$ cat config.mk
export PLATFORM = sky130hd
export DESIGN_NAME = bcd_7seg_scan
export DESIGN_NICKNAME = d
export VERILOG_FILES = /design/src/rtl/bcd_7seg_scan.sv
export SDC_FILE = /design/constraint.sdc
export NUM_CORES = 1
export LEC_CHECK = 0
export ABC_AREA = 1
export BUFFER_PORTS_ARGS = -buffer_cell sky130_fd_sc_hd__buf_2
export CAP_MARGIN = 20
export CORE_MARGIN = 1.5
export CORE_UTILIZATION = 60
export DETAILED_ROUTE_END_ITERATION = 12
export GPL_TIMING_DRIVEN = 0
export PLACE_DENSITY = 0.84
export SYNTH_ARGS = -nofsm -noshare
export SYNTH_HDL_FRONTEND = slang
export SYNTH_SLANG_ARGS = --single-unit
$ cat constraint.sdc
create_clock -name i_clk -period 3.25 [get_ports i_clk]
set_input_delay 0.65 -clock i_clk [delete_from_list [all_inputs] [get_ports i_clk]]
set_output_delay 0.65 -clock i_clk [all_outputs]
set_load 0.005 [all_outputs]
$ cat src/rtl/bcd_7seg_scan.sv
// rtl/bcd_7seg_scan.sv - captured BCD value driven onto a multiplexed 8-digit common-anode display
module bcd_7seg_scan #(
   parameter int DIV = 4
) (
   input  logic        i_clk,
   input  logic        i_rst_n,
   input  logic [31:0] i_bcd_in,
   input  logic        i_load,
   input  logic        i_blank_lz,
   output logic [6:0]  o_seg_n,
   output logic [7:0]  o_an_n,
   output logic        o_err
);

   localparam int            PW     = $clog2(DIV);
   localparam logic [PW-1:0] P_LAST = PW'(DIV - 1);

   logic [PW-1:0] r_p;
   logic [2:0]    r_d;
   logic [31:0]   r_shadow;
   logic          r_lz_en;
   logic          r_err;
   logic [6:0]    r_seg_n;
   logic [7:0]    r_an_n;

   logic [3:0]    w_nib;
   logic [31:0]   w_upper;
   logic          w_blank;
   logic [6:0]    w_seg_next;
   logic [7:0]    w_an_next;

   // Active-low hex glyphs; every non-decimal code shows "E".
   function automatic logic [6:0] f_decode(input logic [3:0] n);
      case (n)
         4'd0:    f_decode = 7'h40;
         4'd1:    f_decode = 7'h79;
         4'd2:    f_decode = 7'h24;
         4'd3:    f_decode = 7'h30;
         4'd4:    f_decode = 7'h19;
         4'd5:    f_decode = 7'h12;
         4'd6:    f_decode = 7'h02;
         4'd7:    f_decode = 7'h78;
         4'd8:    f_decode = 7'h00;
         4'd9:    f_decode = 7'h10;
         default: f_decode = 7'h06;
      endcase
   endfunction

   function automatic logic f_has_bad(input logic [31:0] v);
      f_has_bad = 1'b0;
      for (int k = 0; k < 8; k++) begin
         if (v[4*k +: 4] > 4'd9) f_has_bad = 1'b1;
      end
   endfunction

   // Prescaler counts cycles within a slot; its wrap advances the digit index.
   always_ff @(posedge i_clk or negedge i_rst_n) begin
      if (!i_rst_n) begin
         r_p <= '0;
         r_d <= 3'd0;
      end else if (r_p == P_LAST) begin
         r_p <= '0;
         r_d <= r_d + 3'd1;
      end else begin
         r_p <= r_p + 1'b1;
      end
   end

   // Capture the converter result together with its blanking mode and validity.
   always_ff @(posedge i_clk or negedge i_rst_n) begin
      if (!i_rst_n) begin
         r_shadow <= 32'd0;
         r_lz_en  <= 1'b0;
         r_err    <= 1'b0;
      end else if (i_load) begin
         r_shadow <= i_bcd_in;
         r_lz_en  <= i_blank_lz;
         r_err    <= f_has_bad(i_bcd_in);
      end
   end

   // Digit d is a leading zero when it and everything above it is zero.
   always_comb begin
      w_nib      = r_shadow[{r_d, 2'b00} +: 4];
      w_upper    = r_shadow >> {r_d, 2'b00};
      w_blank    = r_lz_en && (r_d != 3'd0) && (w_upper == 32'd0);
      w_an_next  = 8'hFF;
      w_seg_next = 7'h7F;
      if ((r_p != '0) && !w_blank) begin
         w_an_next  = ~(8'd1 << r_d);
         w_seg_next = f_decode(w_nib);
      end
   end

   // Registered drivers keep the pads glitch-free; slot 0 of each digit stays dark.
   always_ff @(posedge i_clk or negedge i_rst_n) begin
      if (!i_rst_n) begin
         r_an_n  <= 8'hFF;
         r_seg_n <= 7'h7F;
      end else begin
         r_an_n  <= w_an_next;
         r_seg_n <= w_seg_next;
      end
   end

   assign o_seg_n = r_seg_n;
   assign o_an_n  = r_an_n;
   assign o_err   = r_err;

endmodule

==> results.md, run 1 <==
- The run finished with clean final reports.
- The detailed-route wire length per cell is approximately 13 um.
- After floorplanning, the core was sized to cover 0.00511 mm^2.
- The number of cells on the worst reg-to-reg path is 17.
- For this run, global-route usage on met1 was measured as 0.337.
- For the pin with the worst max-slew slack, the measured transition is 0.665 ns.
- After the first detailed-routing iteration, the DRC count stood at 180.
- Synthesis produced a netlist with a net count of roughly 480.
- The average instance in the mapped netlist occupies 7.46 um^2.
- In this run the power density over the cells is 363 mW/mm^2.
- Of the total power, the share spent switching nets is 0.280.
- The chip height is roughly 76 um.
- The worst endpoint required time is 3.49 ns.
- At the later pin of the worst-skew pair, clock insertion delay measures roughly 0.3 ns.
- On the final layout, the worst clock skew is 0.00398 ns.
- The most frequent standard cell in the layout excluding fill and tap cells is nand2_1.
- The endpoint identified for the worst register-to-register timing path is o_seg_n[0]$_DFF_PN1_.
- The share of total power dissipated in the clock network is 0.271.
- After detailed routing, the total wire length is 7.16 mm.
- Data on the critical path arrives at its endpoint at approximately 2.8 ns.
- The total overflow reported by the global router is 0.
- The H-tree depth is 2.
- Entering global routing, the biggest net connects 55 pins.
- TritonCTS built the clock tree.
- The number of antenna violations at the first check in global routing was 0.
- In the finished design, the share of the clock period the worst path needs comes to 0.775.
- For this design, the CTS-stage hold fixing added 0 buffers.
- The synthesis-stage register bit count is 54.
- Setup violations remaining at the end of the flow were counted as 0.
- The register share of total power is 0.556.
- The total CTS buffers is 5.
- The worst setup margin is 0.732 ns.
- The final route contains a little under 3k vias.
- The shortest period the worst path allows is approximately 2.5 ns.
- Counting every sink on the clock net gives 54.
- Prior to clock tree synthesis, the placed netlist has a worst setup slack of 0.748 ns.
- The worst-case headroom to the max-slew limit is 0.556.
- Timing would allow up to ~400 MHz.
- In the global route stage, overall resource usage came out at 0.269.
- The maximum buffer depth of the clock tree is 2.
- The met3 usage is 0.0398.
- Max-cap violations in this run came to 0.
- The setup TNS is 0 ns.
- 0 antenna diodes ended up in the layout.
- The filler cells instantiated in the layout total 434.
- The internal power of the cells totals 949 uW.
- The launching instance or port of the critical path is r_d[0]$_DFFE_PN0P_.
- The worst setup path is captured at a flip-flop.
- In this run the most used layer during global routing was met2.
- After clock tree synthesis, the clock-pin slew on the worst setup and hold paths is ~0.090 ns.
- The launching element type of the critical path is a flip-flop.
- The classification of the worst setup path is reg2reg.
- In the final design database the tool counted 535 nets.
- The slowest library cell on the worst path is dfrtp_1.
- The area of the mapped netlist is between 0.003 and 0.004 mm^2.
- The count of buffers inserted at the top-level ports is 50.
- The wire-length estimate of the detail-placed layout is 5.47 mm.
- Overall power consumption after layout is estimated at 1.32 mW.
- The routability congestion estimate is between 0.9 and 1.
- The worst register-to-register path begins at r_d[0]$_DFFE_PN0P_.
- In this run the remaining antenna-violating nets after routing total 0.
- The number of max-slew violations in the final report is 0.
- The detailed-route DRC error count is 0.
- In this run, post-CTS repair resized a total of 0 instances.
- Leaving out fill and tap cells, the most frequent cells in the layout are nand2_1, buf_2, inv_1.
- Of the total power, combinational logic draws 0.173.
- For this configuration, the core starts out at a cell density of 0.625.
- The synthesized netlist contains 25 unique library cells.
- The number of global-route vias before repair was 2852.
- The first global-routing pass estimated 12.6 mm of wire.
- The peak supply drop is approximately 0.18 mV.
- The number of top-level pins is between 50 and 60.
- The Yosys warning count is 0.
- The share of final-layout standard cells stronger than drive strength 1 is 0.218.
- For this run, global-route usage on met2 was measured as 0.481.
- Setup slack on the worst reg-to-reg path comes out at 0.73 ns.
- From synthesis to final layout, the design area changed by 13.7%.
- The critical path goes through buf_6, buf_4, nand2_1, o21ai_0, o21ai_0, nand2_1, nand2_1, ha_1, nand2_1, nor2_1, nand2_1, nor2_1, nand3_1, nor2_4, nand3_4, buf_6, nand3_2.
- In this run, placement finished with an instance count of between 500 and 600.
- The number of hold-slack violations in the final timing report is 0.
- In this run the horizontal extent of the chip is 76.0 um.
- The biggest cell delay along the critical path is between 0.4 and 0.5 ns.
- Along the worst path, the maximum fanout reaches 10.
- The number of optimization iterations in the first detailed-route pass is 5.
- The count of cells in the finished layout, fillers not included, comes to 557.
- The number of buffers added for setup after CTS is 0.
- The min-delay analysis places its worst path in the category in2async.
- The floorplan has 26 rows.
- The static leakage power is 1.92 nW.
- The clock root buffer is clkbuf_8.
- Setup repair after global routing left no endpoint under its margin.
- The die area is 0.00577 mm^2.
- The cell repeated most along the worst path is nand2_1.
- The post-synthesis sequential area ratio is 0.429.
- The analysis attributes to net switching a power of ~370 uW.
- The post-synthesis instance total is 428.
- The via-per-instance ratio is 5.23.
[final cells by class]
class | count | area [um^2] | share of cell area
plain buffers | 20 | 139 | 0.0382
clock buffers | 8 | 80.1 | 0.0220
inverters | 50 | 193 | 0.0530
multi-input cells | 304 | 1490 | 0.411
flip-flops and latches | 54 | 1370 | 0.377
well taps | 70 | 87.6 | 0.0241
repair buffers | 51 | 270 | 0.0744
[worst max path at each step]
stage / end / slack (ns) / depth (start not counted)
floorplan: o_an_n[0]$_DFF_PN1_ / 1.09 / 19
global placement: o_an_n[0]$_DFF_PN1_ / 0.77 / 18
detailed placement: o_seg_n[0]$_DFF_PN1_ / 0.75 / 19
CTS: o_seg_n[0]$_DFF_PN1_ / 0.73 / 19
global route: o_an_n[0]$_DFF_PN1_ / 0.47 / 17
finish: o_seg_n[0]$_DFF_PN1_ / 0.73 / 17
[cells in the mapped netlist]
master,n,area share
nand2_1,158,0.19
inv_1,47,0.055
o21ai_0,45,0.071
dfrtp_1,39,0.31
nand3_1,36,0.056
nor2_1,21,0.025
dfstp_2,15,0.12
ha_1,13,0.051
nand3_2,10,0.031
clkbuf_1,8,0.0094
buf_6,7,0.025
nand2_2,5,0.0098
a21oi_1,3,0.0047
buf_2,3,0.0047
o21ai_2,3,0.0082
buf_4,2,0.0047
inv_2,2,0.0024
nand4_1,2,0.0039
o21ai_1,2,0.0031
or2_1,2,0.0039
inv_6,1,0.0027
nand3_4,1,0.0055
nand3b_1,1,0.0024
nor2_4,1,0.0035
xor2_1,1,0.0027
[per-layer routing]
layer,vias up,routed length [um],part of all wire
met5,-,0,0
met4,0,148,0.021
met3,15,344,0.048
met2,89,3520,0.49
met1,1360,3150,0.44
li1,1448,-,-
[critical path, delay by kind of cell, from the launching register on]
kind	cells	cell delay, ns
compound gates	2	0.29
fa+ha+maj	1	0.19
flops	1	0.42
buf+inv	3	0.52
simple gates	11	1.05
[state kept, by name, indices dropped and copies added, names as in the netlist]
signal and flops:
r_p 2, o_err 1, o_seg_n 7, o_an_n 8, r_lz_en 1, r_shadow 32
r_d 3
[per-stage QoR]
stage | hold slack (ns) | util | area [um^2]
after floorplan | 0.354 | - | 3190
after global placement | 0.437 | 0.692 | 3530
after detailed placement | 0.450 | 0.692 | 3530
after CTS | 0.463 | 0.707 | 3610
after global routing | 0.385 | 0.711 | 3630
final | 0.334 | 0.711 | 3630
[logic make-up (layout without fill, tap and decap cells)]
logic type / count (synthesis) / count (layout) / share of synthesized area
AO/OA/AOI/OAI: 53 / 53 / 0.0866
AND/OR/NAND/NOR: 237 / 237 / 0.327
adder cells (fa/ha/maj): 13 / 13 / 0.0509
XOR/XNOR: 1 / 1 / 0.00274
buffers and inverters: 70 / 129 / 0.104
flip-flops: 54 / 54 / 0.429
[power groups by stage]
| stage | Combinational [mW] | Clock (mW) | Sequential, mW |
|---|---|---|---|
| floorplan | 0.149 | 0 | 0.739 |
| global placement | 0.217 | 0 | 0.744 |
| detailed placement | 0.224 | 0 | 0.745 |
| CTS | 0.225 | 0.361 | 0.732 |
| global route | 0.264 | 0.394 | 0.738 |
| finish | 0.228 | 0.357 | 0.733 |
Note: power is estimated with default switching activity, not from simulation.
==> run 2: changes to the inputs <==
CORE_UTILIZATION = 51   (was 60)
PLACE_DENSITY = 0.76   (was 0.84)
clock period = 2.2 ns   (was 3.25 ns; I/O delays follow)
==> run 2 against run 1 <==
Compared with the run above: total power increased by 52%; register-to-register slack got worse by 0.91 ns; clock-buffer cell count unchanged; largest cell class unchanged; combinational power increased by 63%; first-iteration DRC count decreased by 13%; the run now ends with setup timing left; clock skew increased by 0.0042 ns.
==> results.md, run 2 (same netlist as run 1, synthesis figures left out) <==
- The flow ran to the end, but the final reports show violations.
- The final reports fail on setup timing.
- The peak supply drop is around 0.28 mV.
- The count of buffers inserted at the top-level ports is 50.
- The count of max-cap constraint violations is 0.
- The register share of total power is 0.542.
- The first detailed-routing pass ran for 5 iterations.
- The critical path goes through buf_6, inv_8, buf_8, nand2_4, nand2_4, o21ai_4, nand2_2, nand2_2, ha_4, nand2_1, nor2_1, nand2_1, nor2_1, nand3_1, nor2_4, nand3_4, buf_8, nand3_4.
- The final hold slack is approximately 0.074 ns.
- The initial standard-cell utilization of the core is 0.533.
- The number of global-route vias before repair was 2737.
- At the end of the flow the core is filled with cells to 0.657.
- The launching element type of the critical path is a flip-flop.
- The layer flagged by global routing as most heavily used is met2.
- In the final layout, flip-flops and latches occupy 0.00137 mm^2.
- The analysis attributes to net switching a power of 576 uW.
- The routed design has 7.85 mm of wire.
- Measured along the x axis, the die boundary spans 82.1 um.
- For this run, the top clock speed supported by timing is 421 MHz.
- The pre-CTS setup slack is -0.339 ns.
- The worst endpoint required time is 2.44 ns.
- In this run the static leakage power is between 2 and 2.5 nW.
- Clock tree synthesis inserted a total of 5 buffers.
- During I/O placement, the number of pins put on the boundary was 52.
- The final antenna-violating net count is 0.
- Clock latency on the worst-skew pair, taken at its later pin, is 0.31 ns.
- The number of antenna violations at the first check in global routing is 0.
- The maximum buffer depth of the clock tree is 2.
- The global-route wire length before repair is 13.0 mm.
- The classification of the worst setup path is reg2reg.
- The detailed router placed about 2.9k vias in this run.
- The slowest library cell on the worst path is dfrtp_1.
- The starting DRC count in detailed routing is 157.
- Counting the fill cells in the layout gives 524.
- Measured along the y axis, the die boundary spans between 80 and 90 um.
- The clock drives 54 sinks.
- In the global route stage, met1 resource usage came out at 0.339.
- Entering global routing, the biggest net connects 35 pins.
- The total number of nets in the final design is roughly 550.
- Summing all multi-input logic gate instances after layout gives 0.00160 mm^2.
- After routing the design area is 0.00394 mm^2.
- The completed layout was analyzed and its total power is 2.00 mW.
- After clock tree synthesis, the clock-pin slew on the worst setup and hold paths is 0.09 ns.
- The worst-case clock skew is 0.00815 ns.
- The path class of the tightest hold or removal check is in2async.
- The TritonCTS clock tree is done.
- The number of hold-slack violations in the final timing report is 0.
- The signal arrival time at the worst endpoint is 2.62 ns.
- The number of max-slew violations in the final report is 0.
- The period utilization is 1.08.
- Of all nets on the critical path, the largest fanout is 7.
- After detailed routing, the number of remaining DRC violations is 0.
- The worst-case headroom to the max-slew limit is 0.495.
- The floorplan core area is 0.00599 mm^2.
- The register with the most flip-flops is r_shadow.
- For the pin with the worst max-slew slack, the measured transition is roughly 0.76 ns.
- After clock tree synthesis, the flow added hold-fix buffers numbering 0.
- The worst path in the final design needs a cycle of roughly 2.4 ns, including I/O delays and setup.
- For this run, global-route usage on met2 was measured as 0.440.
- The clock tree synthesis step divided the H-tree into 2 levels.
- The kind of cell with the highest combined delay on the critical path is simple AND/OR/NAND/NOR gates.
- The power per standard cell area is about 510 mW/mm^2.
- The internal power summed over all cells is around 1.4 mW.
- The post-detailed-placement cell area is 0.00356 mm^2.
- The register with the most flip-flops in the layout has 32 of them.
- The worst setup margin is -0.175 ns.
- The HPWL after detailed placement is 5.63 mm.
- The largest single stage delay on the critical path is 0.39 ns.
- In the global route stage, overall resource usage came out at 0.256.
- Setup repair after global routing could not meet its margin everywhere.
- The share of total power in the clock network is 0.272.
- The repair_antennas step left the layout with diodes totalling 0.
- The share of total power dissipated in combinational logic is 0.186.
- Dividing the detail-routed wire length by the instance count gives 13.5 um.
- The via-per-instance ratio is 5.05.
- Of the total power, the share spent switching nets is 0.288.
- The floorplan has 28 rows.
- Routability-driven placement finished with a final weighted congestion of between 0.8 and 0.9.
- The final-report setup violation count is 15.
- In the layout the commonest cells are nand2_1, buf_2, inv_1.
- The buffer and inverter count on the worst path is 4.
- STA classifies the critical path endpoint as a flip-flop.
- The signed area change from the synthesized netlist to the final layout is 23.3%.
- In the final layout, the share of cells above drive strength 1 is 0.283.
- The met3 usage is 0.0396.
- The library cell used most frequently in the layout, excluding fill and tap cells, is nand2_1.
- After global routing the overflow that remains totals 0.
- The die covers 0.00675 mm^2.
- The clock root buffer is clkbuf_8.
-- run 2: changes by cell type in the layout (fill, tap and decap cells not counted), sizes merged --
cell	previous run	this run
buf	63	81
clkbuf	16	17
-- run 2: final cells by class --
type | count | share of cell area
plain buffers | 20 | 0.0429
clock buffers | 8 | 0.0203
inverters | 50 | 0.0496
multi-input cells | 304 | 0.406
flip-flops and latches | 54 | 0.348
well taps | 75 | 0.0238
repair buffers | 70 | 0.110
-- run 2: routing by layer --
metal	vias to the layer above	wire length [um]
li1	1490	-
met1	1356	3510
met2	78	3860
met3	8	395
met4	0	80
met5	-	0
-- run 2: timing repair --
item,CTS,global route
setup endpoints to repair,15,15
hold endpoints to repair,0,0
gates resized for setup,18,20
gates cloned,1,0
pin swaps,14,12
setup buffers,11,7
-- run 2: final timing paths --
check	slack (ns)	end	startpoint	depth (start not counted)
worst min register to register	0.48	r_p[0]$_DFF_PN0_	r_p[0]$_DFF_PN0_	1
max in group asynchronous	1.58	r_shadow[8]$_DFFE_PN0P_	i_rst_n	2
worst max-delay path	-0.18	o_seg_n[3]$_DFF_PN1_	r_d[0]$_DFFE_PN0P_	18
worst max register to register	-0.18	o_seg_n[3]$_DFF_PN1_	r_d[0]$_DFFE_PN0P_	18
worst min-delay path	0.07	r_lz_en$_DFFE_PN0P_	i_rst_n	1
min in group i_clk	0.32	r_shadow[20]$_DFFE_PN0P_	i_bcd_in[20]	3
-- run 2: worst register-to-register path, stage by stage (launching register included) --
cell	delay (ns)
dfrtp_1	0.39
buf_6	0.18
inv_8	0.05
buf_8	0.13
nand2_4	0.06
nand2_4	0.06
o21ai_4	0.16
nand2_2	0.07
nand2_2	0.11
ha_4	0.14
nand2_1	0.04
nor2_1	0.10
nand2_1	0.07
nor2_1	0.12
nand3_1	0.13
nor2_4	0.13
nand3_4	0.14
buf_8	0.18
nand3_4	0.06
-- run 2: stage by stage --
step,cells,setup TNS [ns]
after floorplan,428,0
after global routing,581,-3.80
after detailed placement,554,-4.10
after global placement,553,-3.58
after CTS,574,-1.51
final,581,-2.18
-- run 2: power groups by stage --
stage	Sequential, mW	Combinational, mW	Clock (mW)
floorplan	1.09	0.221	0
global placement	1.10	0.322	0
detailed placement	1.10	0.336	0
CTS	1.08	0.355	0.552
global route	1.09	0.426	0.593
finish	1.09	0.372	0.544
==> run 3: changes to the inputs <==
CORE_ASPECT_RATIO = 0.6   (was default)
MAX_ROUTING_LAYER = met4   (was default)
==> run 3 against run 2 <==
Compared with the run above: the run still ends with setup timing left; fmax increased by 1.4%; final cell count increased by 1.0%; register-to-register slack improved by 0.03 ns; setup slack improved by 0.033 ns; clock power increased by 7.2%; clock-buffer cell count decreased by 2; core utilization decreased by 0.88 points; sequential power about the same; critical endpoint is now o_seg_n[6]$_DFF_PN1_.
==> results.md, run 3 (same netlist as run 1, synthesis figures left out) <==
- The run finished, with violations left.
- The final reports fail on setup timing.
- Setup repair after global routing could not meet its margin everywhere.
- The power per standard cell area is 519 mW/mm^2.
- Setup violations remaining at the end of the flow were counted as 15.
- For flop-to-flop paths, the worst setup slack is -0.14 ns.
- The final antenna-violating net count is 0.
- The total overflow left after global routing is 0.
- The detailed-route wire length is between 8 and 9 mm.
- For the worst setup path, the data required time is approximately 2.5 ns.
- The pre-CTS setup slack is -0.465 ns.
- For the worst flop-to-flop path, the logic depth is 18.
- TritonCTS built the clock tree.
- The signal arrival time at the worst endpoint is 2.59 ns.
- After clock tree synthesis, the clock-pin slew on the worst setup and hold paths is between 0.1 and 0.15 ns.
- Max-cap violations in this run came to 0.
- The end of the worst register-to-register path is o_seg_n[6]$_DFF_PN1_.
- The H-tree depth is 2.
- At the end of the flow, the number of nets in the layout was 551.
- In this run the worst hold path is classified as in2async.
- The element type at the critical path end is a flip-flop.
- The pre-antenna-repair detailed-routing pass consisted of 4 iterations.
- The register with the most flip-flops is r_shadow.
- Measured against its own limit, the worst slew margin works out to 0.531.
- STA classifies the critical path startpoint as a flip-flop.
- The total CTS buffers is 5.
- The number of hold-slack violations in the final timing report is 0.
- The first global-routing pass estimated approximately 14 mm of wire.
- The clock passes through at most 2 buffers.
- The post-detailed-placement half-perimeter wirelength is 6.40 mm.
- The count of buffers inserted at the top-level ports is 50.
- The capture point of the critical path is o_seg_n[6]$_DFF_PN1_.
- The worst setup margin is -0.142 ns.
- For the pin with the worst max-slew slack, the measured transition is 0.704 ns.
- Of the cells placed in the final design, the portion with a size suffix greater than 1 is 0.286.
- The first routing iteration left 211 violations.
- Clock tree synthesis selected as its root buffer the cell clkbuf_8.
- The flip-flop count of the largest register, all copies and words added is 32.
- The shortest period the worst path allows is 2.34 ns.
- At the later pin of the worst-skew pair, clock insertion delay measures 0.31 ns.
- The timing-limited maximum frequency is approximately 430 MHz.
- The die covers 0.00676 mm^2.
- For the final database, setup skew stands at 0.00989 ns.
- The chip height is roughly 64 um.
- The utilization after layout is 0.649.
- The number of antenna violations at the first check in global routing came to 0.
- Buffers inserted to repair hold after CTS numbered 0.
- The static leakage power is between 2 and 2.5 nW.
- The period utilization is 1.06.
- Once placement completed, the tool counted placed cells totaling 563.
- The detailed-route DRC error count is 0.
- The number of global-route vias before repair is 2770.
- Once layout is complete, the cells apart from fillers number 587.
- The initial standard-cell utilization of the core is 0.525.
- The number of max-slew violations in the final report is 0.
- The worst register-to-register path begins at r_d[0]$_DFFE_PN0P_.
- Total power for the finished layout comes to 2.05 mW.
- The highest net fanout along the worst path is 8.
- The signed area change from the synthesized netlist to the final layout is 23.5%.
- At the end of routability-driven placement, the weighted congestion stood at between 0.9 and 1.
- After detailed routing, the average wire length per cell comes to around 15 um.
- The launching instance or port of the critical path is r_d[0]$_DFFE_PN0P_.
- Entering global routing, the biggest net connects 35 pins.
- The number of diodes is 0.
- After routing the design area is 0.00395 mm^2.
- The most frequent standard cell in the layout excluding fill and tap cells is nand2_1.
- The peak supply drop is 0.369 mV.
- The die extent in x is 105 um.
- In the layout the commonest cells are nand2_1, buf_2, inv_1.
- The via total after detailed routing is 2997.
- The clock net in this run drives a total of 54 sinks.
- The core region is 0.00608 mm^2.
- The cell row count is 22.
- For this run, the total global-route usage over all layers was measured as 0.281.
- During I/O placement, the number of pins put on the boundary was between 50 and 60.
- The worst setup path is of the reg2reg kind.
- Dividing the detail-routed via count by the number of cells gives 5.11.
- The post-detailed-placement cell area is 0.00357 mm^2.
-- run 3: cell count changes in the layout (fill, tap and decap cells not counted), sizes merged --
| cell | before | now |
|---|---|---|
| buf | 81 | 78 |
| inv | 50 | 52 |
| clkbuf | 17 | 15 |
-- run 3: worst max-delay path, stage by stage (launching register included) --
cell and delay, ns:
dfrtp_1 0.40, buf_8 0.17, inv_8 0.05, buf_8 0.13, nand2_2 0.05, nand2_2 0.06
o21ai_2 0.13, nand2_1 0.09, nand2_2 0.11, ha_4 0.15, nand2_4 0.05, nor2_2 0.08
nand2_1 0.05, nor2_1 0.12, nand3_1 0.15, nor2_4 0.14, nand3_4 0.12, buf_6 0.17
nand3_2 0.06
-- run 3: stage by stage --
step	hold WS [ns]	TNS, ns
3_3_place_gp	0.442	-5.43
6_report	0.0806	-1.99
5_1_grt	0.111	-3.83
4_1_cts	0.0946	-1.44
3_5_place_dp	0.431	-6.03
2_1_floorplan	0.144	0
-- run 3: area by class of cell --
type / count / area [um^2]
buffer: 20 / 176
clock buffer: 6 / 72.6
clock inverter: 2 / 12.5
fill: 571 / 2140
inverter: 50 / 195
multi-input combinational: 304 / 1600
sequential: 54 / 1370
tap: 84 / 105
timing repair buffer: 67 / 414
-- run 3: worst min-delay path by stage --
stage / from / end / slack, ns
after global routing: i_rst_n / r_d[0]$_DFFE_PN0P_ / 0.11
after detailed placement: i_rst_n / r_d[0]$_DFFE_PN0P_ / 0.43
after CTS: i_rst_n / r_shadow[29]$_DFFE_PN0P_ / 0.09
after global placement: r_p[0]$_DFF_PN0_ / r_p[0]$_DFF_PN0_ / 0.44
final: i_rst_n / r_shadow[29]$_DFFE_PN0P_ / 0.08
after floorplan: i_rst_n / o_err$_DFFE_PN0P_ / 0.14
-- run 3: report_power, final --
part | internal, mW | total (mW) | switching (mW)
Combinational | 0.142 | 0.375 | 0.233
Sequential | 1.05 | 1.09 | 0.0380
Clock | 0.228 | 0.583 | 0.355
-- run 3: repair_timing --
| item | 4_1_cts | 5_1_grt |
|---|---|---|
| endpoints found under the setup margin | 15 | 15 |
| resized for setup | 26 | 17 |
| pin swaps | 14 | 10 |
| gates cloned | 1 | 0 |
| buffers inserted | 9 | 6 |
-- run 3: layer usage --
| metal | vias to the layer above | wire, um | GRT usage |
|---|---|---|---|
| li1 | 1485 | - | - |
| met1 | 1408 | 4510 | 0.419 |
| met2 | 100 | 3580 | 0.395 |
| met3 | 4 | 637 | 0.0653 |
| met4 | 0 | 53 | 0.0411 |
| met5 | - | 0 | - |
